## src/rtl/activity_tracker_if.sv

```systemverilog
// Bundles the tracker's two inputs and its display statistics.
// The tracker is the slave; the stimulus/display side is the master.
interface activity_tracker_if;
    logic        pulse;
    logic        secondclk;
    logic [13:0] total_steps;
    logic [6:0]  dist_tenths;
    logic [3:0]  early_secs;
    logic [15:0] high_secs;
    logic [7:0]  rate;
    logic        sec_tick;

    modport master (
        output pulse, secondclk,
        input  total_steps, dist_tenths, early_secs, high_secs, rate, sec_tick
    );

    modport slave (
        input  pulse, secondclk,
        output total_steps, dist_tenths, early_secs, high_secs, rate, sec_tick
    );
endinterface

```

## src/rtl/activity_tracker.sv

```systemverilog
// Step/second statistics for the tracker display. The step pulse and the
// 1 Hz level are both sampled on clk and edge-detected; nothing runs on a derived clock.
module activity_tracker #(
    parameter int unsigned STEP_MAX        = 9999,
    parameter int unsigned STEPS_PER_TENTH = 200,
    parameter int unsigned DIST_MAX        = 99,
    parameter int unsigned EARLY_SECS      = 9,
    parameter int unsigned EARLY_RATE      = 32,
    parameter int unsigned HIGH_RATE       = 64,
    parameter int unsigned HIGH_DUR        = 60
) (
    input logic               clk,
    input logic               rst_n,
    activity_tracker_if.slave bus
);
    localparam logic [13:0] STEP_M  = 14'(STEP_MAX);
    localparam logic [7:0]  SPT_M1  = 8'(STEPS_PER_TENTH - 1);
    localparam logic [6:0]  DIST_M  = 7'(DIST_MAX);
    localparam logic [3:0]  EARLY_N = 4'(EARLY_SECS);
    localparam logic [7:0]  EARLY_R = 8'(EARLY_RATE);
    localparam logic [7:0]  HIGH_R  = 8'(HIGH_RATE);
    localparam logic [6:0]  DUR_N   = 7'(HIGH_DUR);

    typedef enum logic [1:0] {IDLE, RUN, HIGH} state_t;

    state_t      state;
    logic        s1, s2, s3, q1, q2;
    logic [13:0] total_steps;
    logic [6:0]  dist_tenths;
    logic [3:0]  early_secs;
    logic [15:0] high_secs;
    logic [7:0]  rate;
    logic        sec_tick;
    logic [7:0]  cur_cnt, dist_acc, close_cnt;
    logic [3:0]  sec_num;
    logic [6:0]  run_len;
    logic [16:0] hs_sum;
    logic [15:0] hs_add, hs_inc;
    logic        step_evt, sec_evt, q_high;

    assign step_evt = s2 & ~s3;
    assign sec_evt  = q1 & ~q2;

    // A step coinciding with the boundary belongs to the second being closed.
    always_comb begin
        close_cnt = cur_cnt;
        if (step_evt && cur_cnt != 8'hFF) close_cnt = cur_cnt + 8'd1;
        q_high = close_cnt > HIGH_R;
        hs_sum = {1'b0, high_secs} + 17'(HIGH_DUR);
        hs_add = hs_sum[16] ? 16'hFFFF : hs_sum[15:0];
        hs_inc = (high_secs == 16'hFFFF) ? high_secs : high_secs + 16'd1;
    end

    always_ff @(posedge clk) begin
        if (!rst_n) begin
            {s1, s2, s3, q1, q2} <= '0;
            total_steps <= '0;
            dist_tenths <= '0;
            early_secs  <= '0;
            high_secs   <= '0;
            rate        <= '0;
            sec_tick    <= 1'b0;
            cur_cnt     <= '0;
            dist_acc    <= '0;
            sec_num     <= '0;
            run_len     <= '0;
            state       <= IDLE;
        end else begin
            s1 <= bus.pulse;
            s2 <= s1;
            s3 <= s2;
            q1 <= bus.secondclk;
            q2 <= q1;
            sec_tick <= sec_evt;

            if (step_evt) begin
                if (total_steps != STEP_M) total_steps <= total_steps + 14'd1;
                // Distance freezes entirely once the display maximum is reached.
                if (dist_tenths != DIST_M) begin
                    if (dist_acc == SPT_M1) begin
                        dist_acc    <= '0;
                        dist_tenths <= dist_tenths + 7'd1;
                    end else begin
                        dist_acc <= dist_acc + 8'd1;
                    end
                end
            end

            if (sec_evt) begin
                rate    <= close_cnt;
                cur_cnt <= '0;
                if (sec_num != 4'hF) sec_num <= sec_num + 4'd1;
                if (sec_num < EARLY_N && close_cnt > EARLY_R)
                    early_secs <= early_secs + 4'd1;

                case (state)
                    IDLE: if (q_high) begin
                        if (HIGH_DUR == 1) begin
                            state     <= HIGH;
                            high_secs <= hs_add;
                        end else begin
                            state   <= RUN;
                            run_len <= 7'd1;
                        end
                    end
                    RUN: begin
                        if (!q_high) begin
                            state   <= IDLE;
                            run_len <= '0;
                        end else begin
                            run_len <= run_len + 7'd1;
                            if (run_len + 7'd1 == DUR_N) begin
                                state     <= HIGH;
                                high_secs <= hs_add;
                            end
                        end
                    end
                    HIGH: begin
                        if (q_high) begin
                            high_secs <= hs_inc;
                        end else begin
                            state   <= IDLE;
                            run_len <= '0;
                        end
                    end
                    default: state <= IDLE;
                endcase
            end else if (step_evt && cur_cnt != 8'hFF) begin
                cur_cnt <= cur_cnt + 8'd1;
            end
        end
    end

    assign bus.total_steps = total_steps;
    assign bus.dist_tenths = dist_tenths;
    assign bus.early_secs  = early_secs;
    assign bus.high_secs   = high_secs;
    assign bus.rate        = rate;
    assign bus.sec_tick    = sec_tick;
endmodule

```

## src/flat_wrapper.sv

```systemverilog
// flat-port wrapper written by rule: the top's interface ports become plain ports
module activity_tracker_flat 
#(
    parameter int unsigned STEP_MAX        = 9999,
    parameter int unsigned STEPS_PER_TENTH = 200,
    parameter int unsigned DIST_MAX        = 99,
    parameter int unsigned EARLY_SECS      = 9,
    parameter int unsigned EARLY_RATE      = 32,
    parameter int unsigned HIGH_RATE       = 64,
    parameter int unsigned HIGH_DUR        = 60
)
  (clk, rst_n, bus_pulse, bus_secondclk, bus_total_steps, bus_dist_tenths, bus_early_secs, bus_high_secs, bus_rate, bus_sec_tick);
  activity_tracker_if bus_i ();
  input logic clk;
  input logic rst_n;
  input wire logic [$bits(bus_i.pulse)-1:0] bus_pulse;
  input wire logic [$bits(bus_i.secondclk)-1:0] bus_secondclk;
  output wire logic [$bits(bus_i.total_steps)-1:0] bus_total_steps;
  output wire logic [$bits(bus_i.dist_tenths)-1:0] bus_dist_tenths;
  output wire logic [$bits(bus_i.early_secs)-1:0] bus_early_secs;
  output wire logic [$bits(bus_i.high_secs)-1:0] bus_high_secs;
  output wire logic [$bits(bus_i.rate)-1:0] bus_rate;
  output wire logic [$bits(bus_i.sec_tick)-1:0] bus_sec_tick;
  assign bus_i.pulse = bus_pulse;
  assign bus_i.secondclk = bus_secondclk;
  assign bus_total_steps = bus_i.total_steps;
  assign bus_dist_tenths = bus_i.dist_tenths;
  assign bus_early_secs = bus_i.early_secs;
  assign bus_high_secs = bus_i.high_secs;
  assign bus_rate = bus_i.rate;
  assign bus_sec_tick = bus_i.sec_tick;
  activity_tracker #(.STEP_MAX(STEP_MAX), .STEPS_PER_TENTH(STEPS_PER_TENTH), .DIST_MAX(DIST_MAX), .EARLY_SECS(EARLY_SECS), .EARLY_RATE(EARLY_RATE), .HIGH_RATE(HIGH_RATE), .HIGH_DUR(HIGH_DUR)) u_core (.clk(clk), .rst_n(rst_n), .bus(bus_i));
endmodule
```

## config.mk

```make
export PLATFORM = sky130hd
export DESIGN_NAME = activity_tracker_flat
export DESIGN_NICKNAME = d
export VERILOG_FILES = /design/src/rtl/activity_tracker_if.sv /design/src/rtl/activity_tracker.sv /design/src/flat_wrapper.sv
export SDC_FILE = /design/constraint.sdc
export NUM_CORES = 1
export LEC_CHECK = 0
export CAP_MARGIN = 30
export CORE_UTILIZATION = 48
export DETAILED_ROUTE_END_ITERATION = 10
export PLACE_DENSITY_LB_ADDON = 0.3
export SLEW_MARGIN = 40
export SYNTH_ARGS = -nofsm -noshare
export SYNTH_HDL_FRONTEND = slang
export SYNTH_SLANG_ARGS = --single-unit
```

## constraint.sdc

```tcl
create_clock -name clk -period 2.1 [get_ports clk]
set_input_delay 0.42 -clock clk [delete_from_list [all_inputs] [get_ports clk]]
set_output_delay 0.42 -clock clk [all_outputs]
set_load 0.05 [all_outputs]
```

* Word level (Yosys, flattened, before mapping)
Index checks and enable logic that the tools add are counted.
** Operators by class
- Add/sub/neg operators :: 9
- Order comparisons :: 3
- Eq/ne operators :: 16
- Muxes and demuxes :: 17
- Bitwise logic cells :: 5
- Reductions and logical operators :: 14
** Operator list (number)
- $mux 16 :: 5
- $pmux 16 s2 :: 1
- $mux 7 :: 3
- $pmux 7 s3 :: 1
- $add 16x6->17 const B :: 1
- $add 16x1->16 const B :: 1
- $add 8x1->8 const B :: 2
- $eq 16x16->1 const B :: 1
- $mux 8 :: 2
- $add 14x1->14 const B :: 1
- $add 7x1->7 const B :: 2
- $ne 14x14->1 const B :: 1
- $add 4x1->4 const B :: 2
- $eq 8x8->1 const B :: 1
- $gt 8x6->1 const B :: 1
- $gt 8x7->1 const B :: 1
- $mux 2 :: 4
- $ne 2x1->1 const B :: 4
- $ne 8x8->1 const B :: 1
- $reduce_and 2->1 :: 4
- $reduce_and 4->1 :: 2
- $eq 7x6->1 const B :: 1
- $ne 7x7->1 const B :: 1
- $pmux 2 s3 :: 1
- 15 further kinds :: 20
** Storage, ports and cells
- Register bits after elaboration :: 84
- Output and inout port bits :: 50

* Longest topological paths before layout
Gate-level depths: netlist of run 1.
- Word-level depth :: 7
- Mapped depth :: 10
- Mapped depth without buffers :: 9

* Least setup slack after synthesis of run 1
No wires, ideal clock.
- Kind :: register to register
- From :: register u_core.high_secs[2] (netlist: u_core.bus.high_secs[2])
- To :: register u_core.high_secs[5] (netlist: u_core.bus.high_secs[5])
- Setup time :: 0.071 ns
- Arrival time :: 2.249 ns
- Required time :: 2.029 ns
- Setup slack :: -0.220 ns
- Cell stages (with the launch flop) :: 10
- Path buffers :: 1
- Period minus slack after synthesis :: 2.320 ns
- Path through :: dfxtp_1 -> ha_1 -> nand4_1 -> nor2_1 -> nand3_1 -> and4b_4 -> a21oi_4 -> buf_4 -> o21ai_1 -> a21oi_1
** Between the ends
- Cells in the longest elaborated chain, start to end :: 5
- Elaborated cells on any way between the ends :: 11
- Those cells by class :: 2 x add/sub; 2 x eq/ne; 6 x mux; 1 x reduce/logical
** Ends and longest elaborated chain
- from (decl) :: RTL line activity_tracker.sv:31 : logic [15:0] high_secs;
- from (signal assigned) :: RTL line activity_tracker.sv:100 : high_secs <= hs_add;
- from (signal assigned) :: RTL line activity_tracker.sv:114 : high_secs <= hs_add;
- from (signal assigned) :: RTL line activity_tracker.sv:120 : high_secs <= hs_inc;
- $add 16x6->17 :: RTL line activity_tracker.sv:49 : hs_sum = {1'b0, high_secs} + 17'(HIGH_DUR);
- $mux 16 :: RTL line activity_tracker.sv:50 : hs_add = hs_sum[16] ? 16'hFFFF : hs_sum[15:0];
- $mux 16 :: RTL line activity_tracker.sv:112 : if (run_len + 7'd1 == DUR_N) begin
- $mux 16 :: RTL line activity_tracker.sv:107 : if (!q_high) begin
- $pmux 16 s2 :: RTL line activity_tracker.sv:96 : case (state)
Parallel ways exist; a longest one is shown, timed or not. The select of a mux whose other input is x is not followed.
A chain may end at the register's enable or synchronous reset.

* Worst setup path after layout of run 1
- From :: register u_core.cur_cnt[0]
- To :: register u_core.high_secs[4] (netlist: u_core.bus.high_secs[4])
** Between the ends
- Cells in the longest elaborated chain, start to end :: 6
- Elaborated cells on any way between the ends :: 8
- Those cells by class :: 1 x add/sub; 1 x order compare; 3 x eq/ne; 1 x mux; 2 x reduce/logical
** Ends and longest elaborated chain
- from (decl) :: RTL line activity_tracker.sv:34 : logic [7:0] cur_cnt, dist_acc, close_cnt;
- from (signal assigned) :: RTL line activity_tracker.sv:129 : cur_cnt <= cur_cnt + 8'd1;
- branches (longest 2 deep; another with $add 8x1->8)
- $mux 8 (*)
- $gt 8x7->1 (*) :: RTL line activity_tracker.sv:48 : q_high = close_cnt > HIGH_R;
- $ne 2x1->1 (no source line)
- $reduce_and 6->1 (no source line) (*)
Every way passes the cells marked *.

==> results of run 1 <==
[through the flow]
step | cells | util (%) | power (mW)
after global placement | 701 | 60.7 | 1.81
after detailed placement | 701 | 60.7 | 1.81
after CTS | 721 | 64.3 | 2.93
after floorplan | 512 | - | 1.76
after global routing | 722 | 65.0 | 3.02
final | 722 | 65.0 | 2.90
[worst max-delay path, cell delays in order, from the launching register on]
cell and delay, ns:
dfxtp_2 0.35, ha_4 0.16, and4b_1 0.22, a21o_4 0.21, a21oi_2 0.15, and4b_4 0.23, a21oi_4 0.24, buf_6 0.17
a21oi_1 0.05, o221a_2 0.26
[worst max-delay path by stage]
stage / cells after the start / slack, ns / end
after detailed placement: 8 / -0.07 / u_core.bus.high_secs[2]
after global placement: 9 / -0.03 / u_core.bus.high_secs[4]
after CTS: 9 / -0.02 / u_core.bus.high_secs[4]
after floorplan: 9 / 0.004 / u_core.bus.high_secs[12]
after global routing: 9 / -0.16 / u_core.bus.high_secs[4]
final: 9 / -0.06 / u_core.bus.high_secs[4]
[flip-flops by register name, indices dropped and copies added, names as in the netlist, 2 cells and up]
signal / cells
u_core.bus.high_secs: 16
u_core.bus.total_steps: 14
u_core.bus.rate: 8
u_core.cur_cnt: 8
u_core.dist_acc: 8
u_core.bus.dist_tenths: 7
u_core.run_len: 7
u_core.bus.early_secs: 4
u_core.sec_num: 4
u_core.state: 2
[cell usage after synthesis (5+ instances only)]
cell      number
and3_1        12
nand4_1       10
and4_1         8
inv_1         16
xor2_1        18
o221a_2        7
xnor2_1       16
ha_1          15
a211oi_1       8
nand2_1       34
and2_1        18
dfxtp_1       84
nand3_1       23
clkbuf_1      11
nor4_1         5
o21ai_0       25
mux2i_1        7
nand2b_1       9
a31oi_1        6
a311oi_1       6
nor3_1        13
nor2_1        75
a21oi_1       22
[per-layer routing]
metal	vias to the layer above	wire, µm
li1	2034	-
met1	1924	4800
met2	79	4930
met3	18	340
met4	0	213
met5	-	0
[report_power, final]
part	leakage (nW)	switching [mW]	internal (mW)
Sequential	0.692	0.0121	1.61
Combinational	1.41	0.104	0.0575
Clock	0.0955	0.579	0.545
Total	2.20	0.695	2.21
[kinds of logic after synthesis]
kind of cell / Yosys count / share of synthesized area, %
AO/OA/AOI/OAI: 106 / 17.6
multiplexers: 7 / 1.62
buffers and inverters: 38 / 3.56
AND/OR/NAND/NOR: 228 / 27.0
XOR/XNOR: 34 / 6.89
flip-flops: 84 / 38.9
adder cells (fa/ha/maj): 15 / 4.34
[repair_timing]
item,4_1_cts,5_1_grt
cloned,0,1
setup endpoints to repair,21,28
pin swaps,8,2
setup buffers,5,0
gates resized for setup,19,15
endpoints found under the hold margin,0,0
[area by class of cell]
| class | instances | area [µm²] |
|---|---|---|
| fill | 734 | 3050 |
| multi-input combinational | 390 | 2620 |
| sequential | 84 | 1720 |
| timing repair buffer | 106 | 940 |
| tap | 108 | 135 |
| clock buffer | 9 | 124 |
| inverter | 19 | 71.3 |
| clock inverter | 6 | 65.1 |
==> results.toml, run 1 <==
[grt]
met2_usage_pct = 37.7
grt-ovfl-total = 0
grtUsageTotal_pct = 22.6
grt_max_degree = 25
busiest_layer = "met2"
first_global_vias = 3948
grt_pass1_wl_um = 17700
grt_use_met3_pct = 4.05
use_met1_pct = 27.9
antenna_found_initial = 0

[drt]
routed_via_density = 5.62
postRouteAntennaNets = 0
vias = 4055
drc = 0
wl_um = 10300
initialDrtViolationCount = 145
firstDrtPassIters = 4
wl_per_cell_um = 14.2

[sta]
final-setup-viol-count = 10
hold_viol = 0
hold_slack_ns = 0.453
final.setup_skew_ns = 0.0104
maxSlewHeadroom_pct = 60.0
tightest_slew_ns = 0.599
finalCriticalPeriod_ns = 2.16
grt_setup_unrepaired = "yes"
final.period_utilization_pct = 103
fin_ws_ns = -0.0580
fmax_mhz = 463
slew_viol_final = 0
setup_tns_ns = -0.318

[die]
dieArea_um2 = 9380
fp-row-count = 34
start_util_pct = 49.5
fp.dieW_um = 96.9
ios = 54
core_um2 = 8720
die_h_um = 96.9

[logic_synthesis]
synth_area_leader_cell = "dfxtp_1"
synth-async-reset-ratio_pct = 0
synth_cell_types = 66
synth_area_per_cell_um2 = 8.44
ys_ff_latch = 84
synthTopCellsByArea = "dfxtp_1, nor2_1, ha_1, xor2_1, xnor2_1"
yosys_warnings = 0
syn_inst = 512
synthFlopType = "dfxtp_1"
synth_top_area_share_pct = 38.9
synth_edf_count = 0
syn-num-nets = 531
seq_area_frac_synth_pct = 38.9
synth_area_um2 = 4320

[flow_run]
cap_violations = 0

[critical_path]
worst-path-max-fanout = 9
cp.required_ns = 2.34
r2r_slack_ns = -0.06
crit_type = "reg -> reg"
crit_arrival_ns = 2.40
endpoint_kind = "register"
worstReg2RegStart = "u_core.cur_cnt[0]"
cp-startpoint = "u_core.cur_cnt[0]"
crit_path_start_kind = "register"
r2r-end = "u_core.bus.high_secs[4]"
r2r_cells = 9

[cts]
cts_hold_buffers = 0
cts.clk_slew.worst_paths_ns = 0.09
clock_sinks = 84
cts_tree = "yes"
root_buffer = "clkbuf_8"
cts_made_buffers = 9
clkLatencyLatePin_ns = 0.35
htree_levels = 3
cts_buffer_depth = 2

[finish]
design_area_um2 = 5670
antenna_cells = 0
area_delta_synth_final_pct = 31.2
layout-drive-gt1-share_pct = 22.0
layout_commonest_cell = "nor2_1"
fin_nets = 629
most-common-layout-cells = "nor2_1, dfxtp_1, clkdlybuf4s50_1, buf_4, nand2_1"

[placed_design]
dpl_cell_area_um2 = 5300
hpwlAfterDp_um = 7450
port_buffers = 53
dp_worst_setup_slack_ns = -0.0702
place.gp.congestion = 0.856

[run_status]
violations = "setup timing"
status = "finished, violations left"

[min_path]
hold_end = "u_core.s2"
hold_class = "reg -> reg"
whs_path_depth = 1
worstHoldStart = "u_core.s1"

[power]
power_density_nw_per_um2 = 512
ir_drop_v = 0.000482
leakage_nw = 2.20
No activity file was read; power rests on OpenSTA's default activity.
==> inputs of run 2 (changes only) <==
--- a/config.mk
+++ b/config.mk
@@ -7,6 +7,7 @@
 export LEC_CHECK = 0
 export CAP_MARGIN = 30
 export CORE_UTILIZATION = 48
+export CTS_CLUSTER_DIAMETER = 40
 export DETAILED_ROUTE_END_ITERATION = 10
 export PLACE_DENSITY_LB_ADDON = 0.3
 export SLEW_MARGIN = 40
==> results of run 2 <==
The final DEF is identical to that of run 1; final timing and power are the same.
==> inputs of run 3 (changes only) <==
--- a/config.mk
+++ b/config.mk
@@ -10,6 +10,7 @@
 export CTS_CLUSTER_DIAMETER = 40
 export DETAILED_ROUTE_END_ITERATION = 10
 export PLACE_DENSITY_LB_ADDON = 0.3
+export SKIP_LAST_GASP = 1
 export SLEW_MARGIN = 40
 export SYNTH_ARGS = -nofsm -noshare
 export SYNTH_HDL_FRONTEND = slang
==> run 3 against run 2 <==
Hold slack got worse by 0.0012 ns. Sequential cell count did not move. First-iteration DRC count fell by 8.3%. Sequential share of layout area barely moved. The run still ends with setup timing left. Clock power barely moved. Clock skew rose by 0.0014 ns. Via count rose by 0.69%. Cell count did not move. Largest power group unchanged. Utilization fell by 0.072 points. Routed wire length barely moved. Largest cell class unchanged.
==> results.toml, run 3 (synthesis gave the netlist of run 1 again) <==
[sta]
grt_setup_unrepaired = "yes"
fin_ws_ns = -0.0583
final.setup_skew_ns = 0.0119
maxSlewHeadroom_pct = 60.1
fmax_mhz = 463
setup_tns_ns = -0.386
final.period_utilization_pct = 103
final-setup-viol-count = 10
slew_viol_final = 0
hold_viol = 0
finalCriticalPeriod_ns = 2.16
tightest_slew_ns = 0.597

[power]
ir_drop_v = 0.000482
power.total_mw = 2.90
power_density_nw_per_um2 = 512
leakage_nw = 2.20

[critical_path]
crit_family = "compound AO/OA/AOI/OAI gates"
path_cells = "ha_4, and4b_1, a21o_4, a21oi_2, and4b_4, a21oi_4, buf_6, a21oi_1, o221a_2"
worstReg2RegStart = "u_core.cur_cnt[0]"
endpoint_kind = "register"
worst-path-buf-inv = 1
critPathSlowestCell = "dfxtp_2"
r2r-end = "u_core.bus.high_secs[4]"
worst-path-max-fanout = 9
r2r_cells = 9
crit_path_start_kind = "register"
r2r_slack_ns = -0.06
crit_type = "reg -> reg"
crit_arrival_ns = 2.40
cp.required_ns = 2.34
cpPeakStageDelay_ns = 0.35

[finish]
antenna_cells = 0
layout_commonest_cell = "nor2_1"
reg.largest.list = "u_core.bus.high_secs (16), u_core.bus.total_steps (14)"
fillers = 737
instances_no_fill = 722
regArea_um2 = 1720
largest_reg_flops = 16
fin_nets = 629
layout-drive-gt1-share_pct = 21.8
multiInputGateArea_um2 = 2610
most-common-layout-cells = "nor2_1, dfxtp_1, clkdlybuf4s50_1, buf_4, nand2_1"
area_delta_synth_final_pct = 31.1
design_area_um2 = 5660
regMostFlops = "u_core.bus.high_secs"

[drt]
postRouteAntennaNets = 0
firstDrtPassIters = 5
routed_via_density = 5.66
initialDrtViolationCount = 133
wl_um = 10300
wl_per_cell_um = 14.2
drc = 0
vias = 4083

[grt]
grt_max_degree = 25
grtUsageTotal_pct = 22.6
grt_use_met3_pct = 4.05
met2_usage_pct = 37.7
first_global_vias = 3948
busiest_layer = "met2"
use_met1_pct = 27.9
antenna_found_initial = 0
grt_pass1_wl_um = 17700
grt-ovfl-total = 0

[cts]
cts_hold_buffers = 0
cts_buffer_depth = 2
htree_levels = 3
root_buffer = "clkbuf_8"
cts.clk_slew.worst_paths_ns = 0.09
cts_tree = "yes"
clkLatencyLatePin_ns = 0.35
cts_made_buffers = 9
clock_sinks = 84

[placed_design]
port_buffers = 53
dp_worst_setup_slack_ns = -0.0702
place_inst = 701
hpwlAfterDp_um = 7450
place.gp.congestion = 0.856
dpl_cell_area_um2 = 5300

[die]
ios = 54
die_h_um = 96.9
dieArea_um2 = 9380
core_um2 = 8720
fp.dieW_um = 96.9
start_util_pct = 49.5
fp-row-count = 34

[run_status]
status = "finished, violations left"
violations = "setup timing"

[min_path]
whs_path_depth = 1
hold_class = "reg -> reg"
worstHoldStart = "u_core.s1"
hold_end = "u_core.s2"

[flow_run]
cap_violations = 0
[run 3: layout make-up]
class / count / share of cell area [%]
flip-flops and latches: 84 / 30.3
clock buffers: 9 / 2.19
inverters: 19 / 1.26
repair buffers: 106 / 16.6
well taps: 108 / 2.39
multi-input cells: 390 / 46.1
clock inverters: 6 / 1.15
[run 3: metrics by stage]
step           util, %  hold slack [ns]
5_1_grt           64.9            0.461
6_report          64.9            0.451
4_1_cts           64.3            0.448
3_5_place_dp      60.7            0.430
2_1_floorplan        -            0.412
3_3_place_gp      60.7            0.415
[run 3: worst max path at each step]
stage / startpoint / cells after the start / endpoint
after global routing: u_core.cur_cnt[0] / 9 / u_core.bus.high_secs[4]
after detailed placement: u_core.run_len[1] / 8 / u_core.bus.high_secs[2]
after floorplan: u_core.cur_cnt[0] / 9 / u_core.bus.high_secs[12]
after CTS: u_core.cur_cnt[0] / 9 / u_core.bus.high_secs[4]
final: u_core.cur_cnt[0] / 9 / u_core.bus.high_secs[4]
after global placement: u_core.cur_cnt[1] / 9 / u_core.bus.high_secs[4]
[run 3: power breakdown]
group	switching (mW)	leakage, nW	internal [mW]
combinational	0.103	1.41	0.0575
sequential	0.0121	0.692	1.61
clock	0.573	0.0955	0.545
total	0.689	2.20	2.21
[run 3: routing by layer]
layer  vias to the layer above  routed length [µm]
li1                       2033                   -
met1                      1946                4770
met2                        86                4950
met3                        18                 337
met4                         0                 211
met5                         -                   0
[run 3: timing repair]
action / in CTS / in global routing
gates resized for setup: 19 / 14
gates cloned: 0 / 1
endpoints found under the hold margin: 0 / 0
pin swaps: 6 / 2
buffers inserted: 5 / 0
endpoints found under the setup margin: 21 / 28
